===== src/rtl/lfsr_pkg.sv =====
// Shared encodings for the LFSR burst generator: mode bit, FSM states, default taps.
package lfsr_pkg;

    localparam logic LFSR_FIB = 1'b0;
    localparam logic LFSR_GAL = 1'b1;

    typedef logic [0:0] fsm_t;
    localparam fsm_t IDLE = 1'b0;
    localparam fsm_t RUN  = 1'b1;

    // x^16 + x^14 + x^13 + x^11 + 1, maximal length for the 16-bit default
    localparam logic [15:0] TAPS_DEFAULT = 16'hB400;

endpackage


===== src/rtl/lfsr_step.sv =====
// One LFSR step in Fibonacci or Galois form, with the all-zero state replaced by 1.
module lfsr_step
    import lfsr_pkg::*;
#(
    parameter int WIDTH = 16
) (
    input  logic [WIDTH-1:0] state,
    input  logic [WIDTH-1:0] taps,
    input  logic             mode,
    output logic [WIDTH-1:0] next,
    output logic             out_bit,
    output logic             zero_hit
);

    localparam logic [WIDTH-1:0] ONE = {{(WIDTH-1){1'b0}}, 1'b1};

    logic [WIDTH-1:0] raw;
    logic             fb;

    always_comb begin
        // NOTE: every output gets a default first so no path leaves it unassigned (no latch).
        raw     = '0;
        out_bit = 1'b0;
        fb      = ^(state & taps);
        if (mode == LFSR_GAL) begin
            out_bit = state[WIDTH-1];
            raw     = {state[WIDTH-2:0], 1'b0} ^ (state[WIDTH-1] ? taps : '0);
        end else begin
            out_bit = fb;
            raw     = {state[WIDTH-2:0], fb};
        end
        zero_hit = (raw == '0);
        next     = zero_hit ? ONE : raw;
    end

endmodule


===== src/rtl/lfsr_burst_gen.sv =====
// Loadable Fibonacci/Galois LFSR bit generator with burst/free-run control FSM.
module lfsr_burst_gen
    import lfsr_pkg::*;
#(
    parameter int               WIDTH    = 16,
    parameter int               CNT_W    = 16,
    parameter logic [WIDTH-1:0] TAPS_RST = WIDTH'(TAPS_DEFAULT)
) (
    input  logic             clk,
    input  logic             rst,
    input  logic             load,
    input  logic [WIDTH-1:0] seed,
    input  logic [WIDTH-1:0] taps,
    input  logic             mode,
    input  logic             start,
    input  logic [CNT_W-1:0] len,
    input  logic             stop,
    input  logic             hold,
    output logic             q,
    output logic             q_valid,
    output logic [WIDTH-1:0] state,
    output logic             busy,
    output logic             done,
    output logic             wrap,
    output logic             lockup
);

    localparam logic [WIDTH-1:0] ONE     = {{(WIDTH-1){1'b0}}, 1'b1};
    localparam logic [CNT_W-1:0] CNT_ONE = {{(CNT_W-1){1'b0}}, 1'b1};

    logic [WIDTH-1:0] seed_q;
    logic [WIDTH-1:0] taps_q;
    logic             mode_q;
    fsm_t             fsm;
    logic [CNT_W-1:0] cnt;

    logic [WIDTH-1:0] next;
    logic             out_bit;
    logic             zero_hit;
    logic [WIDTH-1:0] seed_fix;
    logic             step_en;

    lfsr_step #(.WIDTH(WIDTH)) u_step (
        .state    (state),
        .taps     (taps_q),
        .mode     (mode_q),
        .next     (next),
        .out_bit  (out_bit),
        .zero_hit (zero_hit)
    );

    // A zero seed would lock the register, so it is quietly promoted to 1.
    assign seed_fix = (seed == '0) ? ONE : seed;
    assign step_en  = (fsm == RUN) && !load && !stop && !hold;
    assign busy     = (fsm == RUN);

    // NOTE: sequential state uses non-blocking assignments so every register sees pre-edge values.
    always_ff @(posedge clk or posedge rst) begin
        if (rst) begin
            state   <= ONE;
            seed_q  <= ONE;
            taps_q  <= TAPS_RST;
            mode_q  <= LFSR_FIB;
            fsm     <= IDLE;
            cnt     <= '0;
            q       <= 1'b0;
            q_valid <= 1'b0;
            done    <= 1'b0;
            wrap    <= 1'b0;
            lockup  <= 1'b0;
        end else begin
            q_valid <= 1'b0;
            done    <= 1'b0;
            wrap    <= 1'b0;
            if (load) begin
                seed_q <= seed_fix;
                state  <= seed_fix;
                taps_q <= taps;
                mode_q <= mode;
                fsm    <= IDLE;
                lockup <= 1'b0;
            end else if (stop) begin
                fsm <= IDLE;
            end else if (fsm == IDLE) begin
                if (start) begin
                    fsm <= RUN;
                    cnt <= len;
                end
            end else if (step_en) begin
                state   <= next;
                q       <= out_bit;
                q_valid <= 1'b1;
                wrap    <= (next == seed_q);
                if (zero_hit) begin
                    lockup <= 1'b1;
                end
                // cnt == 0 means free-run: never decremented, never completes.
                if (cnt != '0) begin
                    cnt <= cnt - CNT_ONE;
                    if (cnt == CNT_ONE) begin
                        done <= 1'b1;
                        fsm  <= IDLE;
                    end
                end
            end
        end
    end

endmodule

===== config.mk =====
export PLATFORM = sky130hd
export DESIGN_NAME = lfsr_burst_gen
export DESIGN_NICKNAME = d
export VERILOG_FILES = /design/src/rtl/lfsr_pkg.sv /design/src/rtl/lfsr_step.sv /design/src/rtl/lfsr_burst_gen.sv
export SDC_FILE = /design/constraint.sdc
export NUM_CORES = 1
export LEC_CHECK = 0
export CORE_MARGIN = 3
export CORE_UTILIZATION = 45
export DETAILED_ROUTE_END_ITERATION = 8
export PLACE_DENSITY = 0.71
export SETUP_SLACK_MARGIN = 0.02
export SLEW_MARGIN = 15
export SYNTH_ARGS = -nofsm -noshare
export SYNTH_HDL_FRONTEND = slang
export SYNTH_SLANG_ARGS = --single-unit
export TNS_END_PERCENT = 100

===== constraint.sdc =====
create_clock -name clk -period 3.2 [get_ports clk]
set_input_delay 0.96 -clock clk [delete_from_list [all_inputs] [get_ports clk]]
set_output_delay 0.96 -clock clk [all_outputs]
set_load 0.005 [all_outputs]

==> summary.md, run 1 <==
| Metric | Value |
|---|---|
| Worst Min Path Start | seed_q[0] |
| Total Power | 2.83 mW |
| Syn Inst Count | 419 |
| Nets | 549 |
| Clock sinks | 71 |
| Cell-internal power | 1.94 mW |
| Clk_lat worst skew | 0.34 ns |
| Hold Crit Class | register to register |
| Worst Tran Pin Value | 0.798 ns |
| Slowest stage delay, CP | 0.64 ns |
| Cell chain of the critical path | clkdlybuf4s50_1 > nand2b_1 > nor3_1 > o21ai_0 > nor3b_1 > a21o_1 |
| Reg2Reg Launch Point | cnt[8] |
| Combinational fraction of design power | 29.0% |
| Initial Utilization | 46.4% |
| Bufs on Longest Clock Path | 2 |
| Fin. Hold Viols | 0 |
| Finish-stage setup viols | 0 |
| Max cap viols | 0 |
| Final Worst Setup Slack | 0.536 ns |
| Leakage | 1.99 nW |
| Register area share after synthesis | 43.9% |
| First-pass GRT wire length | 16.8 mm |
| Total wire length | 10.1 mm |
| First DRT Iteration DRCs | 169 |
| Cell Area, Placed | 4910 um^2 |
| Outcome | complete, no violations |
| Count leader, synth | dfrtp_1 |
| Root Driver | clkbuf_8 |
| Syn Area/Cell | 9.70 um^2 |
| Die H | 101 um |
| Critical Path RT | 3.47 ns |
| Post-Route Setup TNS | 0 ns |
| CP max-delay cell | nor3_1 |
| Area taken by flip-flops and latches | 1780 um^2 |
| Critical Path Sink Type | register |
| Pwr dens | 551 nW/um^2 |
| Worst setup SP type | input pin |
| CTS tree | done |
| Syn Nets | 476 |
| Top cell type's share of synthesized area | 40.0% |
| DR vias | 3,337 |
| VDD IR max | 0.290 mV |
| Area of the multi-input gates | 2100 um^2 |
| Detailed placement HPWL | 7.48 mm |
| Setup bufs post-CTS | 0 |
| Largest net degree at the start of global routing | 55 |
| Post_cts resized | 0 |
| Row cnt | 34 |
| GRT Resource Usage Total | 21.1% |
| EDFF count, synth | 0 |
| Crit path buf inv count | 1 |
| Critical path origin | hold |
| TritonCTS Buffers | 9 |
| Minimum clock period | 2.66 ns |
| Filler Cell Count | 763 |
| Setup CP Type | input pin to register |
| DRC | 0 |
| Synth unique cells | 54 |
| Net switching share of the total power | 31.4% |
| N_diodes | 0 |
| Area leader, netlist | dfrtp_1 |
| Area grow syn2layout | 26.3% |
| P_sw | 0.889 mW |
| DIE AREA | 10,200 um^2 |
| Pre-CTS setup slack | 0.185 ns |
| Synth area leaders | dfrtp_1 (40%), xnor2_1 (6.5%), mux2_2 (5.0%), nand2_1 (5.0%), dfstp_2 (3.9%) |
| Wire per inst | 16.8 um |
| DR pass1 iterations | 5 |
| H-tree lvl count | 3 |
| Clk_skew | 0.00952 ns |
| PortBufs | 76 |
| Crit share post-route | 83.3% |
| # hold bufs at CTS | 0 |
| Most frequent cells after synthesis | dfrtp_1 (65), nand2_1 (54), xnor2_1 (30) |
| Via density | 5.52 |
| Final Slew Violations | 0 |
| Post-synthesis sequential element count | 71 |
| Clock power share | 28.7% |
| Yosys Warn Count | 0 |
| Post-route cell area | 5130 um^2 |
| CP top delay family | simple AND/OR/NAND/NOR gates |
| Relative slew margins | 46.1% |
| Crit-path max FO | 5 |
| Number of global-route vias before repair | 3,344 |
| Top_reg_cell synth | dfrtp_1 |
| Worst Path Arrival | 2.94 ns |
| Fmax | 375 MHz |
| Initial antenna violation count | 0 |
| Number of routed nets with antenna violations | 0 |
| GR Overflow Total | 0 |
| Num ports | 77 |
| Post-Syn Area | 4070 um^2 |
| Die width | 101 um |
| Reg power frac | 42.3% |
| Reg clk slew, reported paths | 0.07 ns |
| Post-synth ARST share | 100% |
| RD Place Congestion | 0.855 |
| Share of cells above drive strength 1 | 13.7% |
| RSZ-0062 raised after global routing | no |
| Core area | 8760 um^2 |
==> cells in the final DEF (no fill, tap or decap), types with 6 or more instances in the layout <==
cell | netlist | final
inv_1 | 22 | 21
xor2_1 | 10 | 10
o21a_1 | 14 | 14
dfstp_2 | 6 | 6
o21ai_0 | 29 | 28
clkbuf_8 | 0 | 11
clkdlybuf4s50_1 | 0 | 75
o211ai_1 | 15 | 15
nand4_1 | 8 | 8
xnor2_1 | 30 | 30
a21oi_1 | 22 | 22
nor2_1 | 20 | 20
mux2_2 | 18 | 18
nand2_1 | 54 | 54
dfrtp_1 | 65 | 65
xor2_2 | 9 | 9
nor4_1 | 8 | 8
nand3_1 | 7 | 7
==> per-layer routing <==
metal	routed length [um]	vias up	track usage [%]
met5	0	-	0
met2	4890	111	33.9
met4	85	0	5.73
met1	4480	1602	29.6
met3	688	7	3.39
li1	-	1617	-
==> power by group through the flow <==
stage	Sequential [mW]	Clock [mW]	Combinational [mW]
final	1.20	0.812	0.818
after global placement	1.21	0	0.808
after floorplan	1.17	0	0.571
after CTS	1.20	0.830	0.827
after detailed placement	1.21	0	0.824
after global routing	1.22	0.869	0.903
==> state kept, by name (all words and copies together) (netlist names) <==
| signal | cells |
|---|---|
| wrap | 1 |
| taps_q | 16 |
| q_valid | 1 |
| seed_q | 16 |
| state | 16 |
| done | 1 |
| busy | 1 |
| mode_q | 1 |
| cnt | 16 |
| lockup | 1 |
| q | 1 |
==> area by class of cell <==
class | count | share of cell area [%]
clock inverter | 3 | 1.27
tap | 108 | 2.63
sequential | 71 | 34.8
timing repair buffer | 81 | 15.7
multi-input combinational | 307 | 40.9
clock buffer | 13 | 3.10
inverter | 22 | 1.61
==> final timing paths <==
kind,end,slack [ns],depth (start not counted)
worst min-delay path,seed_q[0],0.51,2
worst min register to register,seed_q[0],0.51,2
min in group asynchronous,state[2],0.97,2
worst max register to register,cnt[9],0.82,9
max in group asynchronous,taps_q[13],1.54,3
worst max-delay path,lockup,0.54,6
==> kinds of logic after synthesis <==
kind of cell               Yosys count  share of synthesized area, %
muxes                               20                          5.48
xor gates and xnor gates            49                          12.2
buffers and inverters               41                          4.52
AOI/OAI and AO/OA                  110                          17.5
DFF                                 71                          43.9
adders and majority gates            2                         0.615
and+or+nand+nor                    126                          15.8
==> per-stage QoR <==
step / utilization (%) / hold WS (ns) / instances
after global routing: 58.6 / 0.542 / 605
after detailed placement: 56.0 / 0.494 / 589
final: 58.6 / 0.511 / 605
after floorplan: - / 0.473 / 419
after global placement: 56.0 / 0.503 / 589
after CTS: 58.6 / 0.509 / 605
==> worst min-delay path: stages, from the launching register on <==
cell and delay [ns]:
dfstp_2 0.38, nor2_1 0.08, a21oi_1 0.05
No activity file was read; power rests on OpenSTA's default activity.
==> inputs of run 2 (changes only) <==
clock period = 2.58 ns   (was 3.2 ns; I/O delays follow)
==> summary.md, run 2 (synthesis results as in run 1) <==
| Metric | Value |
|---|---|
| # hold bufs at CTS | 0 |
| DR vias | 3,465 |
| First-pass GRT wire length | 17.7 mm |
| First DRT Iteration DRCs | 178 |
| Num ports | 77 |
| VDD IR max | 0.349 mV |
| Cell Area, Placed | 5000 um^2 |
| Row cnt | 34 |
| DIE AREA | 10,200 um^2 |
| Post-Route Setup TNS | 0 ns |
| N_diodes | 0 |
| Initial Utilization | 46.4% |
| PortBufs | 76 |
| TritonCTS Buffers | 9 |
| Die H | 101 um |
| Via density | 5.63 |
| Clock power share | 25.1% |
| Wire per inst | 17.4 um |
| Worst Min Path Start | seed_q[0] |
| Worst Tran Pin Value | 0.426 ns |
| Post-route cell area | 5190 um^2 |
| Nets | 559 |
| DR pass1 iterations | 4 |
| Crit-path max FO | 7 |
| Reg clk slew, reported paths | 0.08 ns |
| GR Overflow Total | 0 |
| Largest net degree at the start of global routing | 72 |
| Critical Path Sink Type | output pin |
| Reg2Reg Launch Point | cnt[2] |
| Die width | 101 um |
| CTS tree | done |
| DRC | 0 |
| Reg power frac | 43.5% |
| Slowest stage delay, CP | 0.60 ns |
| Most common cell after layout, fill and taps aside | clkdlybuf4s50_1 |
| Initial antenna violation count | 0 |
| Relative slew margins | 71.5% |
| Pre-CTS setup slack | 0.0646 ns |
| Combinational fraction of design power | 31.4% |
| Clk_skew | 0.0161 ns |
| Final cell count without fillers | 615 |
| Finish-stage setup viols | 0 |
| Number of routed nets with antenna violations | 0 |
| Number of global-route vias before repair | 3,478 |
| Clock sinks | 71 |
| Worst setup SP type | register |
| Worst Path Arrival | 1.53 ns |
| CP max-delay cell | dfrtp_1 |
| RD Place Congestion | 0.903 |
| Cell chain of the critical path | clkdlybuf4s50_1 |
| H-tree lvl count | 3 |
| Max cap viols | 0 |
| Most frequent cells in the layout | clkdlybuf4s50_1 (75), dfrtp_1 (65), nand2_1 (54) |
| Setup CP Type | register to output pin |
| Crit path buf inv count | 1 |
| Crit share post-route | 89.1% |
| Fmax | 435 MHz |
| Filler Cell Count | 779 |
| Share of cells above drive strength 1 | 15.8% |
| Clk_lat worst skew | 0.35 ns |
| Hold Crit Class | register to register |
| Net switching share of the total power | 33.6% |
| Final Slew Violations | 0 |
| Detailed placement HPWL | 7.75 mm |
| Root Driver | clkbuf_8 |
| Fin. Hold Viols | 0 |
| Area grow syn2layout | 27.7% |
| DP Cell Count | 599 |
| Critical Path RT | 1.81 ns |
| Total wire length | 10.7 mm |
| Minimum clock period | 2.30 ns |
| Bufs on Longest Clock Path | 2 |
| Pwr dens | 657 nW/um^2 |
| Cell-internal power | 2.26 mW |
| CP top delay family | flip-flops |
| Final Worst Setup Slack | 0.281 ns |
| Outcome | complete, no violations |
| Core area | 8760 um^2 |
| GRT Resource Usage Total | 22.2% |
| RSZ-0062 raised after global routing | no |
| Critical path origin | state[10] |
| Utilization after layout | 59.2% |
| P_sw | 1.15 mW |
| Leakage | 2.02 nW |
| R2R setup slack | 0.31 ns |
-- run 2: stage by stage --
stage / power, mW / hold slack (ns)
2_1_floorplan: 2.15 / 0.473
3_3_place_gp: 2.54 / 0.486
3_5_place_dp: 2.56 / 0.490
4_1_cts: 3.43 / 0.512
5_1_grt: 3.62 / 0.530
6_report: 3.41 / 0.516
-- run 2: path summary, 6_finish.rpt --
path | endpoint | cells past startpoint
setup / recovery | state[10] | 1
hold / removal | seed_q[0] | 2
setup reg to reg | cnt[12] | 8
hold reg to reg | seed_q[0] | 2
max in group asynchronous | taps_q[15] | 3
min in group asynchronous | state[2] | 3
-- run 2: area by class of cell --
class	count	area [um^2]	share of cell area, %
Clock buffer	13	169	3.25
Clock inverter	3	17.5	0.337
Inverter	22	86.3	1.66
Multi-Input combinational cell	307	2110	40.6
Sequential cell	71	1780	34.4
Tap cell	108	135	2.60
Timing Repair Buffer	91	893	17.2
-- run 2: metal layers --
metal	part of all wire (%)	vias up	GRT usage (%)
met2	46	109	34.1
li1	-	1634	-
met3	6.8	17	5.05
met4	1.5	0	5.93
met1	46	1705	31.5
met5	0	-	0
-- run 2: power groups by stage --
stage,logic [mW],registers (mW),clock network (mW)
finish,1.07,1.48,0.855
global route,1.18,1.51,0.924
CTS,1.08,1.48,0.879
detailed placement,1.07,1.50,0
global placement,1.05,1.49,0
floorplan,0.708,1.45,0
-- run 2: timing repair --
item / in CTS / in global routing
resized for setup: 0 / 1
setup buffers: 0 / 0
setup endpoints to repair: 0 / 3
==> inputs of run 3 (changes only) <==
==> constraint.sdc (replaced) <==
create_clock -name clk -period 2.58 [get_ports clk]
set_input_delay 0.774 -clock clk [delete_from_list [all_inputs] [get_ports clk]]
set_output_delay 0.774 -clock clk [all_outputs]
set_load 0.01 [all_outputs]
==> results of run 3 <==
The final DEF is identical to that of run 2. Status: complete, no violations.
Main changes from that run: setup slack after layout 0.281 ns -> 0.246 ns; total power 3.41 mW -> 3.43 mW; worst IR drop on VDD 0.349 mV -> 0.357 mV
